File: src/rtl/data_memory_arbiter.sv
// Two-requester arbiter/sequencer in front of the data memory manager: address load, then read/write strobe, then ack.
// Optional DMA_ADDR_REUSE_EN skips the address load when the granted address is already loaded.
module data_memory_arbiter #(
    parameter int READ_LATENCY   = 1,
    parameter bit FIXED_PRIORITY = 1'b0
) (
    input  logic       clk,
    input  logic       rst_n,
    input  logic       in_req0,
    input  logic       in_req1,
    input  logic       in_we0,
    input  logic       in_we1,
    input  logic [9:0] in_addr0,
    input  logic [9:0] in_addr1,
    input  logic [7:0] in_data0,
    input  logic [7:0] in_data1,
    output logic       out_ack0,
    output logic       out_ack1,
    output logic [7:0] out_rdata,
    output logic       out_busy,
    output logic       out_mem_addr_write_en,
    output logic [9:0] out_mem_addr,
    output logic       out_mem_write_en,
    output logic       out_mem_read_en,
    output logic [7:0] out_mem_data,
    input  logic [7:0] in_mem_data
);

    typedef enum logic [1:0] {IDLE, ADDR, ACCESS, DONE} state_t;

    localparam logic [2:0] LAST_CNT = 3'(READ_LATENCY - 1);

    state_t      state, state_nx;
    logic        gnt;
    logic        last_gnt;
    logic        lat_we;
    logic [7:0]  lat_data;
    logic [2:0]  cnt;

    logic        any_req;
    logic        win;
    logic        win_we;
    logic [9:0]  win_addr;
    logic [7:0]  win_data;
    logic        reuse_hit;
    logic        acc_we;
    logic [7:0]  acc_data;

    always_comb begin
        any_req = in_req0 | in_req1;
        if (in_req0 && in_req1)
            win = FIXED_PRIORITY ? 1'b0 : ~last_gnt;
        else
            win = in_req1;
        win_we   = win ? in_we1   : in_we0;
        win_addr = win ? in_addr1 : in_addr0;
        win_data = win ? in_data1 : in_data0;
        // Entering ACCESS straight from IDLE must use the live winner, not the latches.
        acc_we   = (state == IDLE) ? win_we   : lat_we;
        acc_data = (state == IDLE) ? win_data : lat_data;
    end

`ifdef DMA_ADDR_REUSE_EN
    logic [9:0] last_addr;
    logic       last_valid;

    assign reuse_hit = last_valid && (last_addr == win_addr);

    always_ff @(posedge clk or negedge rst_n) begin
        if (!rst_n) begin
            last_addr  <= '0;
            last_valid <= 1'b0;
        end else if (state == ADDR) begin
            last_addr  <= out_mem_addr;
            last_valid <= 1'b1;
        end
    end
`else
    assign reuse_hit = 1'b0;
`endif

    always_comb begin
        state_nx = state;
        case (state)
            IDLE:    if (any_req) state_nx = reuse_hit ? ACCESS : ADDR;
            ADDR:    state_nx = ACCESS;
            ACCESS:  if (lat_we || cnt == LAST_CNT) state_nx = DONE;
            DONE:    state_nx = IDLE;
            default: state_nx = IDLE;
        endcase
    end

    always_ff @(posedge clk or negedge rst_n) begin
        if (!rst_n)
            state <= IDLE;
        else
            state <= state_nx;
    end

    assign out_busy = (state != IDLE);

    // Strobes are registered from the next state so they line up exactly with the state they belong to.
    always_ff @(posedge clk or negedge rst_n) begin
        if (!rst_n) begin
            gnt                   <= 1'b0;
            last_gnt              <= 1'b1;
            lat_we                <= 1'b0;
            lat_data              <= '0;
            cnt                   <= '0;
            out_ack0              <= 1'b0;
            out_ack1              <= 1'b0;
            out_rdata             <= '0;
            out_mem_addr_write_en <= 1'b0;
            out_mem_addr          <= '0;
            out_mem_write_en      <= 1'b0;
            out_mem_read_en       <= 1'b0;
            out_mem_data          <= '0;
        end else begin
            if (state == IDLE && any_req) begin
                gnt      <= win;
                last_gnt <= win;
                lat_we   <= win_we;
                lat_data <= win_data;
            end
            cnt <= (state == ACCESS) ? cnt + 3'd1 : 3'd0;

            out_mem_addr_write_en <= (state_nx == ADDR);
            if (state_nx == ADDR)
                out_mem_addr <= win_addr;

            out_mem_write_en <= (state_nx == ACCESS) && acc_we;
            out_mem_read_en  <= (state_nx == ACCESS) && !acc_we;
            if (state_nx == ACCESS && acc_we)
                out_mem_data <= acc_data;

            if (state == ACCESS && !lat_we && cnt == LAST_CNT)
                out_rdata <= in_mem_data;

            out_ack0 <= (state_nx == DONE) && !gnt;
            out_ack1 <= (state_nx == DONE) && gnt;
        end
    end

endmodule

File: config.mk
export PLATFORM = sky130hd
export DESIGN_NAME = data_memory_arbiter
export DESIGN_NICKNAME = d
export VERILOG_FILES = /design/src/rtl/data_memory_arbiter.sv
export SDC_FILE = /design/constraint.sdc
export NUM_CORES = 1
export LEC_CHECK = 0
export ABC_AREA = 1
export ABC_CLOCK_PERIOD_IN_PS = 1400
export CELL_PAD_IN_SITES_DETAIL_PLACEMENT = 0
export CELL_PAD_IN_SITES_GLOBAL_PLACEMENT = 1
export CORE_MARGIN = 5
export CORE_UTILIZATION = 29
export CTS_BUF_LIST = sky130_fd_sc_hd__clkbuf_16
export DETAILED_ROUTE_END_ITERATION = 6
export PLACE_DENSITY_LB_ADDON = 0.1
export SETUP_SLACK_MARGIN = 0.3
export SLEW_MARGIN = 20
export SYNTH_ARGS = -nofsm -noshare
export SYNTH_HDL_FRONTEND = slang
export SYNTH_SLANG_ARGS = --single-unit
File: constraint.sdc
create_clock -name clk -period 1.4 [get_ports clk]
set_input_delay 0.21 -clock clk [delete_from_list [all_inputs] [get_ports clk]]
set_output_delay 0.21 -clock clk [all_outputs]
set_load 0.05 [all_outputs]
# After elaboration in Yosys (flattened, before gate mapping)
# Index checks and enable logic that the tools add are counted.
dict set report classes {
  magnitude_cmp 0
  eq_ne 6
  muxes 10
  n_div 0
  n_addsub 1
  bitwise_logic 2
  n_shift 0
  n_reduce_logical 15
  mul 0
}
# op n
set ops {}
lappend ops {{8-bit two-way mux} 2}
lappend ops {{10-bit two-way mux} 1}
lappend ops {{2-bit equality test (second input constant)} 4}
lappend ops {{1-bit logical AND} 8}
lappend ops {{2-bit one-hot mux with 4 select lines} 1}
lappend ops {{2-bit by 1-bit equality test with 1-bit output (second input constant)} 2}
lappend ops {{2-bit two-way mux} 2}
lappend ops {{3-bit by 1-bit adder with 3-bit output (second input constant)} 1}
lappend ops {{1-bit logical NOT} 3}
lappend ops {{3-bit logical NOT} 1}
lappend ops {{1-bit two-way mux} 3}
lappend ops {{3-bit two-way mux} 1}
lappend ops {{2-bit logical NOT} 1}
lappend ops {{2-bit nonzero test} 1}
lappend ops {{1-bit logical OR} 1}
lappend ops {{1-bit NOT} 1}
lappend ops {{1-bit bitwise OR} 1}
dict set report word_totals {
  input_bits 50
  out_inout_bits 32
  reg_bits 47
  ramBits 0
  latchBits 0
  romBits 0
  mem_count 0
}

# Logic depth before layout (Yosys ltp)
dict set report depth {
  word_depth 6
  depth_mapped 9
  ltp_nobuf 8
}

# Worst setup path before layout
# OpenSTA, ideal clock, no wires.
dict set report synth_path {
  kind {reg2reg}
  startpoint {reg state[0]}
  endpoint {reg out_mem_data[0]}
  setup_ns 0.118
  t_arrival_ns 1.691
  stages_incl_launch_ff 8
  n_path_buf 1
  slack_ns -0.409
  period_less_slack_ns 1.809
  required_ns 1.282
  path_cell_list {dfrtp_1 > inv_1 > ha_1 > inv_2 > clkbuf_1 > o21ai_0 > nand3_1 > nand2_1}
}
dict set report synth_via {
  elab_chain_cells 4
}
# element line_no
set synth_rtl {}
lappend synth_rtl {{from (decl)} 33} ;# state_t state, state_nx;
lappend synth_rtl {{from (signal assigned)} 97} ;# state <= state_nx;
lappend synth_rtl {{2-bit equality test (tied with other cells)} 84} ;# case (state)
lappend synth_rtl {{2-bit one-hot mux with 4 select lines} 84}
lappend synth_rtl {{2-bit equality test} 133} ;# if (state_nx == ACCESS && acc_we)
lappend synth_rtl {{1-bit logical AND} 133}
lappend synth_rtl {{to (signal assigned)} 134} ;# out_mem_data <= acc_data;
lappend synth_rtl {{to (decl)} 25} ;# output logic [7:0] out_mem_data,
# Several ways; a longest one is shown, not always the timed one.
# A chain may end at the register's enable or synchronous reset.

# Worst setup path in the final report
dict set report layout_path {
  startpoint {reg state[1]}
  endpoint {out out_busy}
}
dict set report layout_via {
  elab_chain_cells 1
}
# element line_no
set layout_rtl {}
lappend layout_rtl {{2-bit nonzero test} 100} ;# assign out_busy = (state != IDLE);
lappend layout_rtl {{to (decl)} 20} ;# output logic out_busy,
# No other way between the ends.

==> results.md <==
* Status: finished, violations left
* Failing checks: negative setup slack
* Clock tree from TritonCTS: built
* Total of max-cap violations at 0
* Final Skew at 0.00243 ns
* Fin worst setup slack at -0.110 ns
* Wire length of the first global-routing pass at 10200 microns
* Remaining design rule violation count at 0
* Timing-limited maximum frequency at 0.662 GHz
* Total net switching power at 4.98 mW
* Number of flip-flops and latches in the synthesized netlist at 47
* Fraction of power consumed by sequential logic at 23.5%
* Count of nets left with antenna violations after detail routing at 0
* Number of cell rows at 32
* Final wirelength at 6160 microns
* Category of the worst setup path capture point: output pin
* Total vias in the final route at 2049
* Starting utilization of the core area at 30.0%
* Number of max-slew violations in the final report at 0
* Ant diodes at 0
* Worst IR drop on VDD at 1040 uV
* Final setup viols at 35
* Antenna violations before repair at 0
* Filler cell count in the final layout at 728
* Ranking of synthesized cells by area: sky130_fd_sc_hd__dfrtp_1 49%, sky130_fd_sc_hd__nand2_1 18%, sky130_fd_sc_hd__o21ai_0 5.8%
* Cell type contributing the most total cell area after synthesis: sky130_fd_sc_hd__dfrtp_1
* Worst Tran Pin Value at 0.390 ns
* Half-perimeter wire length after placement at 4530 microns
* Share of the synthesized area in the top cell type at 49.3%
* Fraction of the cycle the final worst path needs at 108%
* Total Routing Usage GR at 12.7%
* Setup TNS at -1.68 ns
* Crit path arrival time at 1.30 ns
* Unique masters post-synth at 25
* Root Buffer: sky130_fd_sc_hd__clkbuf_16
* Average cell area after synthesis at 8.19 sq um
* Max_slew headroom at 74.0%
* Number of sinks driven by the clock tree at 47
* Core region area at 0.00777 sq mm
* Cell area after technology mapping at 0.00233 sq mm
* Pre-CTS setup slack at -0.367 ns
* Area of the die at 0.00994 sq mm
* Routability congestion estimate at 0.723
* Largest net degree at the start of global routing at 34
* Total number of nets in the final design at 446
* Kind of critical path: flop to output pin
* Routed wire length per instance at 12.5 microns
* Highest net fanout along the worst path at 8
* Leakage power figure at 2.02 nW
* Critical Path Source Type: flop
* Portion of the post-synthesis area used by sequential elements at 50.5%
* Fraction of layout instances using a drive strength above 1 at 27.8%
* Count of endpoints failing hold in the final timing report at 0
* Synth warnings at 0
* Deepest level of the CTS H-tree at 2
* Net count of the mapped netlist at 340
* Via count normalized by instance count at 4.15
* Remaining global-route overflow at 0
* Part of the power in the clock network at 10.2%
* Number of cells produced by synthesis at 285
* TritonRoute pass-1 iters at 4
* Hold Path Class: input port to async pin
* Internal at 6.02 mW
* Number of buffers on the longest clock path at 2
* Tmin final at 1.51 ns
* Skew-Pair Late Insertion Delay at 0.28 ns
* Share of power burned in combinational logic at 66.3%
* Vias in the first global route at 2148
* Total clock buffers created by CTS at 5
* Die Y-Extent at 99.7 microns
* Syn-to-layout area delta at 77.9%
* Share of total power consumed by net switching at 45.3%
* Die Span X at 99.7 microns
* Number of input and output port buffers inserted at 81
* Clock transition at the registers of the reported paths at 0.06 ns
* Setup repair after global routing missed its margin: yes
* Req. time, crit path at 1.19 ns
* Ports placed on the boundary at 82
* Power Dens Cells at 2650 mW/mm^2
* Number of design-rule violations left by the first detailed-router iteration at 51
-- state kept, by name, indices dropped and copies added, names as in the netlist, 2 cells and up --
signal	count
cnt	3
lat_data	8
out_rdata	8
out_mem_addr	10
state	2
out_mem_data	8
-- logic make-up after synthesis --
kind of cell             after synthesis  synth area share, %
adder cells (fa/ha/maj)                5                 2.68
AND/OR/NAND/NOR                      150                 28.2
flip-flops                            47                 50.5
AO/OA/AOI/OAI                         37                 9.38
XOR/XNOR                               1                0.375
buffers and inverters                 45                 8.95
-- path summary, 6_finish.rpt --
kind | startpoint | endpoint | slack, ns | cells after the start
max in group asynchronous | rst_n | out_mem_read_en$_DFF_PN0_ | 0.52 | 3
max reg2reg | state[1]$_DFF_PN0_ | out_mem_data[1]$_DFFE_PN0P_ | -0.08 | 8
min | rst_n | out_mem_addr[3]$_DFFE_PN0N_ | 0.38 | 2
min reg2reg | gnt$_DFFE_PN0P_ | out_ack0$_DFF_PN0_ | 0.43 | 1
max | state[1]$_DFF_PN0_ | out_busy | -0.11 | 5
min in group clk | gnt$_DFFE_PN0P_ | out_ack0$_DFF_PN0_ | 0.43 | 1
-- routing by layer --
| metal | share of wire (%) | wire length, microns | GRT usage, % |
|---|---|---|---|
| met2 | 46 | 2840 | 20.1 |
| met3 | 4.8 | 296 | 2.81 |
| met5 | 0 | 0 | 0 |
| met4 | 1.3 | 82 | 3.78 |
| met1 | 48 | 2930 | 17.4 |
-- repair_timing --
| action | 4_1_cts | 5_1_grt |
|---|---|---|
| resized for setup | 50 | 8 |
| pin swaps | 10 | 9 |
| hold buffers | 1 | 0 |
| hold endpoints to repair | 13 | 0 |
| setup endpoints to repair | 45 | 45 |
| buffers inserted | 3 | 1 |
| gates cloned | 2 | 1 |
-- synth_stat cells --
cell,n
sky130_fd_sc_hd__xnor2_1,1
sky130_fd_sc_hd__nand3_2,2
sky130_fd_sc_hd__nand2_2,3
sky130_fd_sc_hd__o21ai_2,8
sky130_fd_sc_hd__nor3_1,2
sky130_fd_sc_hd__nor2_2,1
sky130_fd_sc_hd__nand3b_1,8
sky130_fd_sc_hd__inv_1,31
sky130_fd_sc_hd__nand2_1,114
sky130_fd_sc_hd__dfrtp_1,46
sky130_fd_sc_hd__nor2_1,5
sky130_fd_sc_hd__nand3_1,12
sky130_fd_sc_hd__a21oi_2,1
sky130_fd_sc_hd__or2_1,1
sky130_fd_sc_hd__buf_2,2
sky130_fd_sc_hd__inv_2,3
sky130_fd_sc_hd__dfstp_2,1
sky130_fd_sc_hd__ha_1,5
sky130_fd_sc_hd__o21ai_1,1
sky130_fd_sc_hd__o21ai_0,27
sky130_fd_sc_hd__buf_4,4
sky130_fd_sc_hd__nand3_4,1
sky130_fd_sc_hd__clkbuf_1,2
sky130_fd_sc_hd__nand2_4,1
sky130_fd_sc_hd__buf_6,3
-- critical path: stages (launching register included) --
cell                      delay (ns)
sky130_fd_sc_hd__dfrtp_1        0.39
sky130_fd_sc_hd__inv_1          0.15
sky130_fd_sc_hd__ha_4           0.18
sky130_fd_sc_hd__inv_6          0.04
sky130_fd_sc_hd__buf_12         0.12
sky130_fd_sc_hd__buf_12         0.14
-- stage by stage --
step	instances	power (mW)	util, %	area (sq um)	hold WS, ns
finish	494	11.0	53.4	4150	0.384
global route	494	11.7	53.4	4150	0.421
CTS	492	10.9	52.8	4100	0.396
detailed placement	478	9.06	48.6	3780	0.158
global placement	478	8.96	48.6	3780	0.154
floorplan	285	5.96	-	2390	-0.0856
-- area by class of cell --
class                      instances  area (sq um)  area share, %
inverter                          34           140           3.38
multi-input combinational        195          1140           27.5
sequential                        47          1180           28.4
tap                              102           128           3.08
timing repair inverter             1          6.26          0.151
timing repair buffer             107          1420           34.2
clock inverter                     3          12.5          0.301
clock buffer                       5           125           3.01
-- power groups by stage --
stage,Clock [mW],Sequential [mW],Combinational [mW]
final,1.12,2.59,7.30
after global routing,1.21,2.66,7.82
after CTS,1.14,2.58,7.15
after detailed placement,0,2.58,6.48
after global placement,0,2.56,6.41
after floorplan,0,3.71,2.25
-- layout by cell type (no fill, tap or decap), types with 2 or more instances in the layout --
| cell | synthesis | final |
|---|---|---|
| sky130_fd_sc_hd__ha_4 | 0 | 3 |
| sky130_fd_sc_hd__a21oi_4 | 0 | 2 |
| sky130_fd_sc_hd__nand2_4 | 1 | 4 |
| sky130_fd_sc_hd__buf_12 | 0 | 38 |
| sky130_fd_sc_hd__o21ai_0 | 27 | 10 |
| sky130_fd_sc_hd__nor3_1 | 2 | 2 |
| sky130_fd_sc_hd__nor2_1 | 5 | 3 |
| sky130_fd_sc_hd__o21ai_2 | 8 | 8 |
| sky130_fd_sc_hd__nand2_2 | 3 | 5 |
| sky130_fd_sc_hd__nor2_4 | 0 | 4 |
| sky130_fd_sc_hd__inv_4 | 0 | 2 |
| sky130_fd_sc_hd__nand3_4 | 1 | 4 |
| sky130_fd_sc_hd__ha_1 | 5 | 2 |
| sky130_fd_sc_hd__buf_6 | 3 | 6 |
| sky130_fd_sc_hd__buf_4 | 4 | 13 |
| sky130_fd_sc_hd__o21ai_1 | 1 | 17 |
| sky130_fd_sc_hd__inv_2 | 3 | 2 |
| sky130_fd_sc_hd__clkdlybuf4s50_1 | 0 | 47 |
| sky130_fd_sc_hd__inv_1 | 31 | 31 |
| sky130_fd_sc_hd__nand3b_1 | 8 | 8 |
| sky130_fd_sc_hd__nand3_1 | 12 | 4 |
| sky130_fd_sc_hd__dfrtp_1 | 46 | 46 |
| sky130_fd_sc_hd__inv_6 | 0 | 2 |
| sky130_fd_sc_hd__clkbuf_16 | 0 | 5 |
| sky130_fd_sc_hd__nand3_2 | 2 | 7 |
| sky130_fd_sc_hd__nand2_1 | 114 | 109 |
Note: power is estimated with default switching activity, not from simulation.
